===== config.mk =====
export PLATFORM = sky130hd
export DESIGN_NAME = tx_arbiter_flat
export DESIGN_NICKNAME = d
export VERILOG_FILES = /design/src/rtl/tx_arbiter_if.sv /design/src/rtl/tx_arbiter.sv /design/src/flat_wrapper.sv
export SDC_FILE = /design/constraint.sdc
export NUM_CORES = 1
export LEC_CHECK = 0
export ABC_AREA = 1
export BUFFER_PORTS_ARGS = -buffer_cell sky130_fd_sc_hd__clkbuf_2
export CAP_MARGIN = 20
export CORE_UTILIZATION = 35
export CTS_CLUSTER_SIZE = 40
export DETAILED_ROUTE_END_ITERATION = 7
export SLEW_MARGIN = 15
export SYNTH_ARGS = -nofsm -noshare
export SYNTH_HDL_FRONTEND = slang
export SYNTH_SLANG_ARGS = --single-unit

===== constraint.sdc =====
create_clock -name Clk -period 3.3 [get_ports Clk]
set_input_delay 0.33 -clock Clk [delete_from_list [all_inputs] [get_ports Clk]]
set_output_delay 0.33 -clock Clk [all_outputs]
set_load 0.01 [all_outputs]

===== src/rtl/tx_arbiter_if.sv =====
// Requester / transmitter bundle for tx_arbiter.
// The arbiter uses the slave view; clients and the UART model use the master view.
interface tx_arbiter_if #(
  parameter int NUM_REQ   = 4,
  parameter int DATA_BITS = 8
);
  logic [NUM_REQ-1:0]           Req;
  logic [NUM_REQ*DATA_BITS-1:0] Req_Data;
  logic [NUM_REQ-1:0]           Grant;
  logic [NUM_REQ-1:0]           Done;
  logic                         Timeout_Err;
  logic [DATA_BITS-1:0]         Tx_Data_Out;
  logic                         Transmit_Start_Out;
  logic                         Tx_Busy_In;
  logic                         Arb_Busy;

  modport slave (
    input  Req, Req_Data, Tx_Busy_In,
    output Grant, Done, Timeout_Err, Tx_Data_Out, Transmit_Start_Out, Arb_Busy
  );

  modport master (
    output Req, Req_Data, Tx_Busy_In,
    input  Grant, Done, Timeout_Err, Tx_Data_Out, Transmit_Start_Out, Arb_Busy
  );
endinterface


===== src/rtl/tx_arbiter.sv =====
// Round-robin arbiter/sequencer sharing one UART transmitter among NUM_REQ
// byte requesters: pick a winner, latch its word, pulse start, follow busy
// to completion and report Done (or Timeout_Err) to the owner.
module tx_arbiter #(
  parameter int NUM_REQ      = 4,
  parameter int DATA_BITS    = 8,
  parameter int BUSY_TIMEOUT = 4
) (
  input  logic        Clk,
  input  logic        Rst_n,
  tx_arbiter_if.slave bus
);
  localparam int         IDX_W       = (NUM_REQ > 1) ? $clog2(NUM_REQ) : 1;
  localparam logic [3:0] TIMEOUT_LIM = 4'(BUSY_TIMEOUT);

  typedef enum logic [1:0] {
    S_IDLE,
    S_LAUNCH,
    S_WAIT_BUSY,
    S_WAIT_DONE
  } state_t;

  state_t               r_state, w_state_nxt;
  logic [IDX_W-1:0]     r_sel, w_sel_nxt;
  logic [IDX_W-1:0]     r_last, w_last_nxt;
  logic [IDX_W-1:0]     w_winner, w_idx;
  logic                 w_found;
  logic [3:0]           r_cnt, w_cnt_nxt, w_cnt_inc;
  logic [NUM_REQ-1:0]   r_grant, w_grant_nxt;
  logic [NUM_REQ-1:0]   r_done, w_done_nxt;
  logic                 r_timeout, w_timeout_nxt;
  logic                 r_start, w_start_nxt;
  logic                 r_arb_busy, w_arb_busy_nxt;
  logic [DATA_BITS-1:0] r_data, w_data_nxt;
  logic [DATA_BITS-1:0] w_words [NUM_REQ];

  for (genvar g = 0; g < NUM_REQ; g++) begin : g_words
    assign w_words[g] = bus.Req_Data[g*DATA_BITS +: DATA_BITS];
  end

  // Round-robin search: first set Req bit starting just after the last owner.
  always_comb begin
    w_found  = 1'b0;
    w_winner = '0;
    w_idx    = '0;
    for (int off = 1; off <= NUM_REQ; off++) begin
      w_idx = IDX_W'((int'(r_last) + off) % NUM_REQ);
      if (!w_found && bus.Req[w_idx]) begin
        w_found  = 1'b1;
        w_winner = w_idx;
      end
    end
  end

  // Next-state and next-output decode for the transaction sequencer.
  always_comb begin
    // NOTE: every signal driven here gets a default first; a branch that
    // forgets one would otherwise infer a latch.
    w_state_nxt   = r_state;
    w_sel_nxt     = r_sel;
    w_last_nxt    = r_last;
    w_cnt_nxt     = r_cnt;
    w_cnt_inc     = r_cnt + 4'd1;
    w_data_nxt    = r_data;
    w_grant_nxt   = '0;
    w_done_nxt    = '0;
    w_timeout_nxt = 1'b0;
    w_start_nxt   = 1'b0;

    case (r_state)
      S_IDLE: begin
        // The cycle carrying a Done/Timeout pulse is not a sample cycle, so a
        // held request relaunches one full IDLE cycle after completion.
        if (w_found && (r_done == '0) && !r_timeout) begin
          w_state_nxt = S_LAUNCH;
          w_sel_nxt   = w_winner;
          w_data_nxt  = w_words[w_winner];
          w_grant_nxt = NUM_REQ'(1) << w_winner;
          w_start_nxt = 1'b1;
        end
      end
      S_LAUNCH: begin
        w_state_nxt = S_WAIT_BUSY;
        w_cnt_nxt   = 4'd0;
      end
      S_WAIT_BUSY: begin
        if (bus.Tx_Busy_In) begin
          w_state_nxt = S_WAIT_DONE;
        end else begin
          w_cnt_nxt = w_cnt_inc;
          if (w_cnt_inc == TIMEOUT_LIM) begin
            w_timeout_nxt = 1'b1;
            w_last_nxt    = r_sel;
            w_state_nxt   = S_IDLE;
          end
        end
      end
      S_WAIT_DONE: begin
        // No timeout here: the transmitter may stall on flow control.
        if (!bus.Tx_Busy_In) begin
          w_done_nxt  = NUM_REQ'(1) << r_sel;
          w_last_nxt  = r_sel;
          w_state_nxt = S_IDLE;
        end
      end
      default: w_state_nxt = S_IDLE;
    endcase

    // Busy covers the completion pulse cycle too, and drops the cycle after.
    w_arb_busy_nxt = (w_state_nxt != S_IDLE) || (w_done_nxt != '0) || w_timeout_nxt;
  end

  // State register.
  always_ff @(posedge Clk) begin
    // NOTE: sequential state uses non-blocking (<=) so every flop sees the
    // values from before the edge, independent of statement order.
    if (!Rst_n) begin
      r_state <= S_IDLE;
    end else begin
      r_state <= w_state_nxt;
    end
  end

  // Datapath and output registers.
  always_ff @(posedge Clk) begin
    if (!Rst_n) begin
      r_sel      <= '0;
      r_last     <= IDX_W'(NUM_REQ - 1);
      r_cnt      <= 4'd0;
      r_data     <= '0;
      r_grant    <= '0;
      r_done     <= '0;
      r_timeout  <= 1'b0;
      r_start    <= 1'b0;
      r_arb_busy <= 1'b0;
    end else begin
      r_sel      <= w_sel_nxt;
      r_last     <= w_last_nxt;
      r_cnt      <= w_cnt_nxt;
      r_data     <= w_data_nxt;
      r_grant    <= w_grant_nxt;
      r_done     <= w_done_nxt;
      r_timeout  <= w_timeout_nxt;
      r_start    <= w_start_nxt;
      r_arb_busy <= w_arb_busy_nxt;
    end
  end

  assign bus.Grant              = r_grant;
  assign bus.Done               = r_done;
  assign bus.Timeout_Err        = r_timeout;
  assign bus.Tx_Data_Out        = r_data;
  assign bus.Transmit_Start_Out = r_start;
  assign bus.Arb_Busy           = r_arb_busy;
endmodule


===== src/flat_wrapper.sv =====
// flat-port wrapper written by rule: the top's interface ports become plain ports
module tx_arbiter_flat 
#(
  parameter int NUM_REQ      = 4,
  parameter int DATA_BITS    = 8,
  parameter int BUSY_TIMEOUT = 4
)
  (Clk, Rst_n, bus_Req, bus_Req_Data, bus_Tx_Busy_In, bus_Grant, bus_Done, bus_Timeout_Err, bus_Tx_Data_Out, bus_Transmit_Start_Out, bus_Arb_Busy);
  tx_arbiter_if #(.NUM_REQ(NUM_REQ), .DATA_BITS(DATA_BITS)) bus_i ();
  input  logic Clk;
  input  logic Rst_n;
  input wire logic [$bits(bus_i.Req)-1:0] bus_Req;
  input wire logic [$bits(bus_i.Req_Data)-1:0] bus_Req_Data;
  input wire logic [$bits(bus_i.Tx_Busy_In)-1:0] bus_Tx_Busy_In;
  output wire logic [$bits(bus_i.Grant)-1:0] bus_Grant;
  output wire logic [$bits(bus_i.Done)-1:0] bus_Done;
  output wire logic [$bits(bus_i.Timeout_Err)-1:0] bus_Timeout_Err;
  output wire logic [$bits(bus_i.Tx_Data_Out)-1:0] bus_Tx_Data_Out;
  output wire logic [$bits(bus_i.Transmit_Start_Out)-1:0] bus_Transmit_Start_Out;
  output wire logic [$bits(bus_i.Arb_Busy)-1:0] bus_Arb_Busy;
  assign bus_i.Req = bus_Req;
  assign bus_i.Req_Data = bus_Req_Data;
  assign bus_i.Tx_Busy_In = bus_Tx_Busy_In;
  assign bus_Grant = bus_i.Grant;
  assign bus_Done = bus_i.Done;
  assign bus_Timeout_Err = bus_i.Timeout_Err;
  assign bus_Tx_Data_Out = bus_i.Tx_Data_Out;
  assign bus_Transmit_Start_Out = bus_i.Transmit_Start_Out;
  assign bus_Arb_Busy = bus_i.Arb_Busy;
  tx_arbiter #(.NUM_REQ(NUM_REQ), .DATA_BITS(DATA_BITS), .BUSY_TIMEOUT(BUSY_TIMEOUT)) u_core (.Clk(Clk), .Rst_n(Rst_n), .bus(bus_i));
endmodule

# Word level (Yosys, flattened, before mapping)
# Cells that the tools add are included.
# word_totals
reg_bits,29
input_bits,39
out_inout_bits,19
elab_cells,88
# classes
addsub,5
magnitude_cmp,5
n_eq_ne,7
shifts,2
mux,36
bitwise_logic,1
n_reduce_logical,22
# op_table
op,n
$mux W2,11
$bmux W8 S2,1
$mux W8,2
$lt A2 B3 Y1 const B,4
$mux W1,12
$mux W4,3
$bmux W1 S2,4
$pmux W2 S4,1
$pmux W4 S2,1
$shl A1 B2 Y4 const A,2
$reduce_and A2 Y1,3
$reduce_bool A2 Y1,3
$logic_and A1 B1 Y1,5
$add A2 B1 Y2 const B,2
$add A2 B2 Y2 const B,2
$add A4 B1 Y4 const B,1
$eq A2 B2 Y1 const B,2
$eq A4 B3 Y1 const B,1
$logic_not A1 Y1,4
$logic_not A4 Y1,1
$ne A2 B2 Y1 const B,2
$pmux W2 S2,1
$reduce_and A4 Y1,1
$reduce_bool A4 Y1,1
7 further kinds,8

# Longest topological paths before layout
# Gate-level depths: netlist of run 1.
# depth
word_depth,20
ltp_mapped,16
depth_no_buf,14

# Worst setup path before layout of run 1
# No wires, ideal clock.
# synth_timing
path_kind,reg-to-reg
start,reg u_core.r_last[0]
end,reg u_core.r_data[5] (netlist: u_core.bus.Tx_Data_Out[5])
setup_ps,109
arrival_ps,1476
path_slack_ps,1715
stages_incl_launch_ff,17
path_buffers,2
period_less_slack_ps,1585
path_cell_list,dfxtp_1 buf_6 inv_8 nand2_2 nand2_4 nand2_4 nand2_4 nor2_1 nor2_2 nand2_4 nand2_4 buf_6 nand2_1 nand3_1 nand3_1 nand2_1 inv_1
# synth_via
elab_chain_cells,17
# synth_lines
element,line_no,source
"start, declared",tx_arbiter.sv:25,"logic [IDX_W-1:0] r_last, w_last_nxt;"
"start signal, assigned",tx_arbiter.sv:128,r_last <= IDX_W'(NUM_REQ - 1);
"start signal, assigned",tx_arbiter.sv:138,r_last <= w_last_nxt;
$add A2 B1 Y2,tx_arbiter.sv:47,w_idx = IDX_W'((int'(r_last) + off) % NUM_REQ);
$bmux W1 S2,tx_arbiter.sv:48,if (!w_found && bus.Req[w_idx]) begin
$mux W1 (implied by the code),tx_arbiter.sv:48,
$mux W1,tx_arbiter.sv:48,
$logic_not A1 Y1,tx_arbiter.sv:48,
$logic_and A1 B1 Y1,tx_arbiter.sv:48,
$mux W1,tx_arbiter.sv:48,
$logic_not A1 Y1,tx_arbiter.sv:48,
$logic_and A1 B1 Y1,tx_arbiter.sv:48,
$mux W1,tx_arbiter.sv:48,
$logic_not A1 Y1,tx_arbiter.sv:48,
$logic_and A1 B1 Y1,tx_arbiter.sv:48,
$mux W2,tx_arbiter.sv:48,
$not A2 Y3 (implied by the code),tx_arbiter.sv:77,w_data_nxt = w_words[w_winner];
$bmux W8 S2,tx_arbiter.sv:77,
$mux W8 (implied by the code) (2 in a row),tx_arbiter.sv:77,
"end signal, assigned",tx_arbiter.sv:140,r_data <= w_data_nxt;
"end, declared",tx_arbiter.sv:34,"logic [DATA_BITS-1:0] r_data, w_data_nxt;"
# Several ways; a longest one is shown, not always the timed one. The select of a mux whose other input is x is not followed.
# A chain may end at the register's enable or synchronous reset.

# Worst setup path after layout of run 1
# layout_timing
start,reg u_core.r_last[0]
end,reg u_core.r_data[0] (netlist: u_core.bus.Tx_Data_Out[0])
# Same word-level chain as after synthesis.

==> results of run 1 <==
## kinds of logic after synthesis
family	count (synthesis)
buf+inv	56
compound gates	15
xor+xnor	2
flops	29
simple gates	163
fa+ha+maj	2
## final timing paths
| path | from | endpoint | slack, ns | depth (start not counted) |
|---|---|---|---|---|
| hold / removal | bus_Tx_Busy_In | u_core.r_state[0] | 0.30 | 3 |
| hold reg to reg | u_core.r_cnt[3] | u_core.r_cnt[3] | 0.48 | 2 |
| setup / recovery | u_core.r_last[0] | u_core.bus.Tx_Data_Out[0] | 1.22 | 13 |
| setup reg to reg | u_core.r_last[0] | u_core.bus.Tx_Data_Out[0] | 1.22 | 13 |
## power breakdown
part / internal (mW) / switching (mW) / leakage (nW)
combinational: 0.123 / 0.215 / 0.942
sequential: 0.392 / 0.0265 / 0.238
clock: 0.188 / 0.128 / 0.0542
## metal layers
layer  routed length (microns)  up-vias  GRT usage (%)
li1                          -      945              -
met4                        48        0          3.846
met5                         0        -              0
met2                      1866       71          29.46
met1                      1888      786          20.61
met3                       281        4          4.527
## layout make-up
cell class	count	area, sq um	share of cell area [%]
Clock inverter	1	5.005	0.2278
Sequential cell	29	580.6	26.42
Inverter	48	187.7	8.542
Tap cell	67	83.83	3.815
Timing Repair Buffer	57	285.3	12.98
Clock buffer	7	96.34	4.385
Multi-Input combinational cell	182	958.4	43.62
## layout by cell type, fill, tap and decap left out, drive strengths merged
master and count:
nand2 75, clkbuf 64, inv 47, nand3 40, nor2 31, dfxtp 29
nand3b 10, a21oi 9, o21ai 4, nor3 3, nand4 2, nor4 2
o211ai 2, ha 2, clkinv 2, xnor2 1, xor2 1
## worst reg2reg max path: cells and delay by family (launching register included)
family          cells  cell delay (ns)
buf+inv             2             0.13
compound gates      1             0.18
flops               1             0.55
simple gates       10             1.15
## state kept, by name (all words and copies together), names as in the netlist
signal / cells
u_core.bus.Arb_Busy: 1
u_core.bus.Done: 4
u_core.bus.Grant: 4
u_core.bus.Timeout_Err: 1
u_core.bus.Transmit_Start_Out: 1
u_core.bus.Tx_Data_Out: 8
u_core.r_cnt: 4
u_core.r_last: 2
u_core.r_sel: 2
u_core.r_state: 2
## per-stage QoR
step / cells / total power [mW]
global placement: 383 / 0.7667
global route: 391 / 1.155
CTS: 391 / 1.088
finish: 391 / 1.073
floorplan: 267 / 0.6828
detailed placement: 383 / 0.7674
==> flow_summary.json, run 1 <==
{
  "placed_area_sq_um": 2096,
  "grt-ovfl-total": 0,
  "synth_top_family_by_area": "simple AND/OR/NAND/NOR gates",
  "synth_top_area_cell": "dfxtp_1",
  "ys_top_cells_by_count": "58 x nand2_1, 42 x inv_1, 38 x nand3_1, 29 x dfxtp_1, 29 x nor2_1",
  "clock_sinks": 29,
  "slowest_stage": "dfxtp_1",
  "path_buf_inv": 2,
  "fin_tns_setup_ns": 0,
  "cts_buffer_depth": 2,
  "worstPathMaxFanout": 20,
  "core_sq_um": 4817,
  "hold_buffers": 0,
  "final-max-slew-violation-count": 0,
  "die_x_microns": 73.68,
  "synth.avg_cell_area_sq_um": 6.734,
  "clock.fmax_mhz": 479.8,
  "io_pins": 58,
  "seq_area_frac_synth_pct": 32.29,
  "via_per_inst": 4.619,
  "postCtsSetupBuffers": 0,
  "yosys_warnings": 0,
  "clk_latency_ns": 0.27,
  "worstPathCellList": "inv_8 -> nand2_2 -> nand2_1 -> nand2_1 -> nand2_1 -> a21oi_2 -> nand2_2 -> nand2_4 -> nand2_1 -> nand3_1 -> nand3_1 -> nand2_1 -> inv_1",
  "synth_area_sq_um": 1798,
  "crit_family": "simple AND/OR/NAND/NOR gates",
  "avgRoutedWirePerCell_microns": 10.44,
  "maxCapViolCount": 0,
  "grt_pass1_vias": 1700,
  "crit_required_ns": 3.47,
  "tightest_slew_ns": 0.4459,
  "fin_nets": 364,
  "ys_ff_latch": 29,
  "ant_nets": 0,
  "powerDensity_nw_per_um2": 488.3,
  "num_antenna_cells": 0,
  "postSynthCellCount": 267,
  "grt_max_degree": 21,
  "firstDrtPassIters": 4,
  "final_cell_area_sq_um": 2197,
  "synth_nets": 308,
  "initial_utilization_pct": 37.32,
  "synth-xor-area-share_pct": 0.9743,
  "power.leakage_nw": 1.234,
  "clock_skew_ns": 0.005015,
  "path_clk_slew_ns": 0.06,
  "dieHeight_microns": 73.68,
  "hp-class": "input pin to register",
  "grt_pass1_wl_mm": 7.134,
  "crit_arrival_ns": 2.26,
  "ir_worst_vdd_mv": 0.2778,
  "fin_crit_sh_pct": 63.16,
  "synth.top_cell.area_share_pct": 32.29,
  "crit_top_cell": "nand2_1",
  "fill_cells": 521,
  "synth-edff-count": 0,
  "hold_ws_ns": 0.3027,
  "yosysMostFrequentCell": "nand2_1",
  "pre_cts_ws_ns": 1.243,
  "drtIter0Drc": 64,
  "end_kind": "register",
  "numCtsBuffers": 5,
  "status": "complete, no violations",
  "maxSlewHeadroom_pct": 70.09,
  "synth_compound_area_share_pct": 4.662,
  "drc": 0,
  "hold_viol": 0,
  "drive_gt1_share_pct": 28.40,
  "cts_htree_levels": 2,
  "synthMuxAreaShare_pct": 0,
  "grtUsageTotal_pct": 16.88,
  "synthArstFlopShare_pct": 0,
  "rows": 25,
  "cp-start-kind": "register",
  "die_area_sq_um": 5428,
  "gp_congestion": 0.8240,
  "post_cts_resized": 0,
  "drt-total-wl_mm": 4.083,
  "synth-simple-area-share_pct": 46.28,
  "areaGrowthSynthToFinish_pct": 22.20,
  "final_core_util_pct": 45.61,
  "rsz0062_at_grt": "false",
  "cts_tree": "built",
  "root_buffer": "clkbuf_8",
  "period_minus_slack_ns": 2.084,
  "ys_top_cells_by_area": "dfxtp_1 32%, nand2_1 12%, nand3_1 11%",
  "vias": 1806,
  "antenna_found_initial": 0,
  "yosysUniqueCellTypes": 29,
  "dp_hpwl_mm": 3.233,
  "finalSetupViolations": 0,
  "worstSetupPathType": "register to register",
  "ys.flop_type": "dfxtp_1",
  "synth_fa_ha_area_share_pct": 1.392,
  "critPathMaxStageDelay_ns": 0.55,
  "port_buffers": 57,
  "worst_slack_ns": 1.216
}
Note: power is estimated with default switching activity, not from simulation.
==> run 2: changes to the inputs <==
ABC_AREA = 0   (was 1)
clock period = 1.9 ns   (was 3.3 ns; I/O delays follow)
==> flow_summary.json, run 2 <==
{
  "vias": 1327,
  "maxCapViolCount": 0,
  "grt_max_degree": 25,
  "drtIter0Drc": 56,
  "yosysMostFrequentCell": "dfxtp_1",
  "status": "complete, no violations",
  "layout_common_cells": "57 x clkbuf_2, 29 x dfxtp_1, 17 x mux2i_1",
  "powerDensity_nw_per_um2": 802.8,
  "fin_tns_setup_ns": 0,
  "ys_ff_latch": 29,
  "hold_buffers": 0,
  "areaGrowthSynthToFinish_pct": 29.22,
  "synth_top_family_by_area": "simple AND/OR/NAND/NOR gates",
  "synth-xor-area-share_pct": 0,
  "worstPathMaxFanout": 7,
  "finalSetupViolations": 0,
  "rows": 23,
  "postSynthCellCount": 153,
  "via_per_inst": 5.027,
  "reg2reg_from": "u_core.r_cnt[0]",
  "synth_fa_ha_area_share_pct": 1.704,
  "power_mw": 1.524,
  "startpoint": "u_core.r_cnt[0]",
  "hold_viol": 0,
  "die_x_microns": 66.79,
  "crit_required_ns": 2.04,
  "synthArstFlopShare_pct": 0,
  "synth_area_sq_um": 1469,
  "path_clk_slew_ns": 0.06,
  "rsz0062_at_grt": "false",
  "core_sq_um": 4029,
  "initial_utilization_pct": 36.46,
  "clock_skew_ns": 0.003829,
  "crit_path_end": "u_core.r_last[0]",
  "crit_arrival_ns": 1.79,
  "cts_buffer_depth": 2,
  "gp_congestion": 0.7707,
  "synth.avg_cell_area_sq_um": 9.601,
  "clk_latency_ns": 0.27,
  "die_area_sq_um": 4460,
  "synth-simple-area-share_pct": 24.02,
  "hp-class": "input pin to register",
  "io_pins": 58,
  "final-max-slew-violation-count": 0,
  "ys_top_cells_by_area": "dfxtp_1 40%, mux2i_1 12%, o221ai_1 4.8%",
  "cts_tree": "built",
  "ir_worst_vdd_mv": 0.2945,
  "tightest_slew_ns": 0.5640,
  "clock_sinks": 29,
  "drc": 0,
  "ant_nets": 0,
  "drt-total-wl_mm": 3.098,
  "root_buffer": "clkbuf_8",
  "port_buffers": 57,
  "yosysUniqueCellTypes": 39,
  "antenna_found_initial": 0,
  "numCtsBuffers": 5,
  "dp_hpwl_mm": 2.346,
  "ys.flop_type": "dfxtp_1",
  "synth-edff-count": 0,
  "synthMuxAreaShare_pct": 12.35,
  "synth_compound_area_share_pct": 18.74,
  "avgRoutedWirePerCell_microns": 11.73,
  "ff2ff_setup_slack_ns": 0.25,
  "dieHeight_microns": 66.79,
  "cts_htree_levels": 2,
  "layout_commonest_cell": "clkbuf_2",
  "largest_reg_flops": 8,
  "seq_area_frac_synth_pct": 39.52,
  "power.leakage_nw": 0.8514,
  "synth_nets": 194,
  "period_minus_slack_ns": 1.647,
  "hold_ws_ns": 0.2275,
  "post_cts_resized": 0,
  "fin_crit_sh_pct": 86.67,
  "rr_endpoint": "u_core.r_last[0]",
  "ff2ff_path_depth": 6,
  "grt_pass1_vias": 1141,
  "drive_gt1_share_pct": 37.38,
  "worstSetupPathType": "register to register",
  "grtUsageTotal_pct": 14.89,
  "end_kind": "register",
  "grt-ovfl-total": 0,
  "fin_nets": 255,
  "synth.top_cell.area_share_pct": 39.52,
  "clock.fmax_mhz": 607.2,
  "yosys_warnings": 0,
  "cp-start-kind": "register",
  "num_antenna_cells": 0,
  "synth_top_area_cell": "dfxtp_1",
  "grt_pass1_wl_mm": 4.988,
  "maxSlewHeadroom_pct": 62.31,
  "firstDrtPassIters": 6,
  "postCtsSetupBuffers": 0,
  "ys_top_cells_by_count": "29 x dfxtp_1, 17 x mux2i_1, 10 x nor2_1, 9 x nand3_1"
}
[run 2: cell count changes after synthesis, moves of 7 or more]
cell	previous run	this run
inv_1	42	2
mux2i_1	0	17
nand2_1	58	8
nand2_2	9	0
nand2_4	8	0
nand3_1	38	9
nand3b_1	10	2
nor2_1	29	10
nor3b_1	0	7
o221ai_1	0	8
[run 2: report_power, final]
group	internal [mW]	switching (mW)	total, mW
Clock	0.287	0.212	0.498
Combinational	0.155	0.174	0.329
Sequential	0.662	0.0346	0.696
[run 2: how the worst min path moves through the flow]
stage | start | cells past startpoint | to
6_report | bus_Req_Data[23] | 3 | u_core.bus.Tx_Data_Out[7]
5_1_grt | bus_Req_Data[2] | 3 | u_core.bus.Tx_Data_Out[2]
4_1_cts | bus_Req_Data[6] | 3 | u_core.bus.Tx_Data_Out[6]
3_5_place_dp | u_core.bus.Tx_Data_Out[5] | 2 | u_core.bus.Tx_Data_Out[5]
3_3_place_gp | u_core.bus.Tx_Data_Out[5] | 2 | u_core.bus.Tx_Data_Out[5]
2_1_floorplan | bus_Tx_Busy_In | 2 | u_core.r_state[0]
[run 2: layout make-up]
class	instances	area, sq um
Timing Repair Buffer	61	322.8
Inverter	3	11.26
Sequential cell	29	580.6
Fill cell	437	2131
Tap cell	50	62.56
Multi-Input combinational cell	114	834.6
Clock buffer	7	86.33
[run 2: logic make-up after synthesis]
logic type / after synthesis
AO/OA/AOI/OAI: 33
adder cells (fa/ha/maj): 2
buffers and inverters: 10
flip-flops: 29
multiplexers: 18
AND/OR/NAND/NOR: 61
[run 2: routing by layer]
| layer | routed length [microns] | GRT usage, % | up-vias |
|---|---|---|---|
| li1 | - | - | 686 |
| met1 | 1476 | 19.18 | 609 |
| met2 | 1460 | 23.36 | 27 |
| met3 | 109 | 3.082 | 5 |
| met4 | 51 | 7.181 | 0 |
| met5 | 0 | 0 | - |
[run 2: per-stage QoR]
step	instances	setup WS (ns)	util (%)	area [sq um]
floorplan	153	0.4177	-	1469
global placement	256	0.03372	44.60	1797
detailed placement	256	0.02398	44.60	1797
CTS	263	0.2439	46.74	1883
global route	264	0.08936	47.11	1898
finish	264	0.2532	47.11	1898
[run 2: worst max-delay path, cell delays in order, from the launching register on]
cell,delay (ns)
dfxtp_1,0.37
ha_1,0.28
nor2b_1,0.16
nand4_1,0.11
a21oi_1,0.33
mux2i_1,0.22
nand2_1,0.06
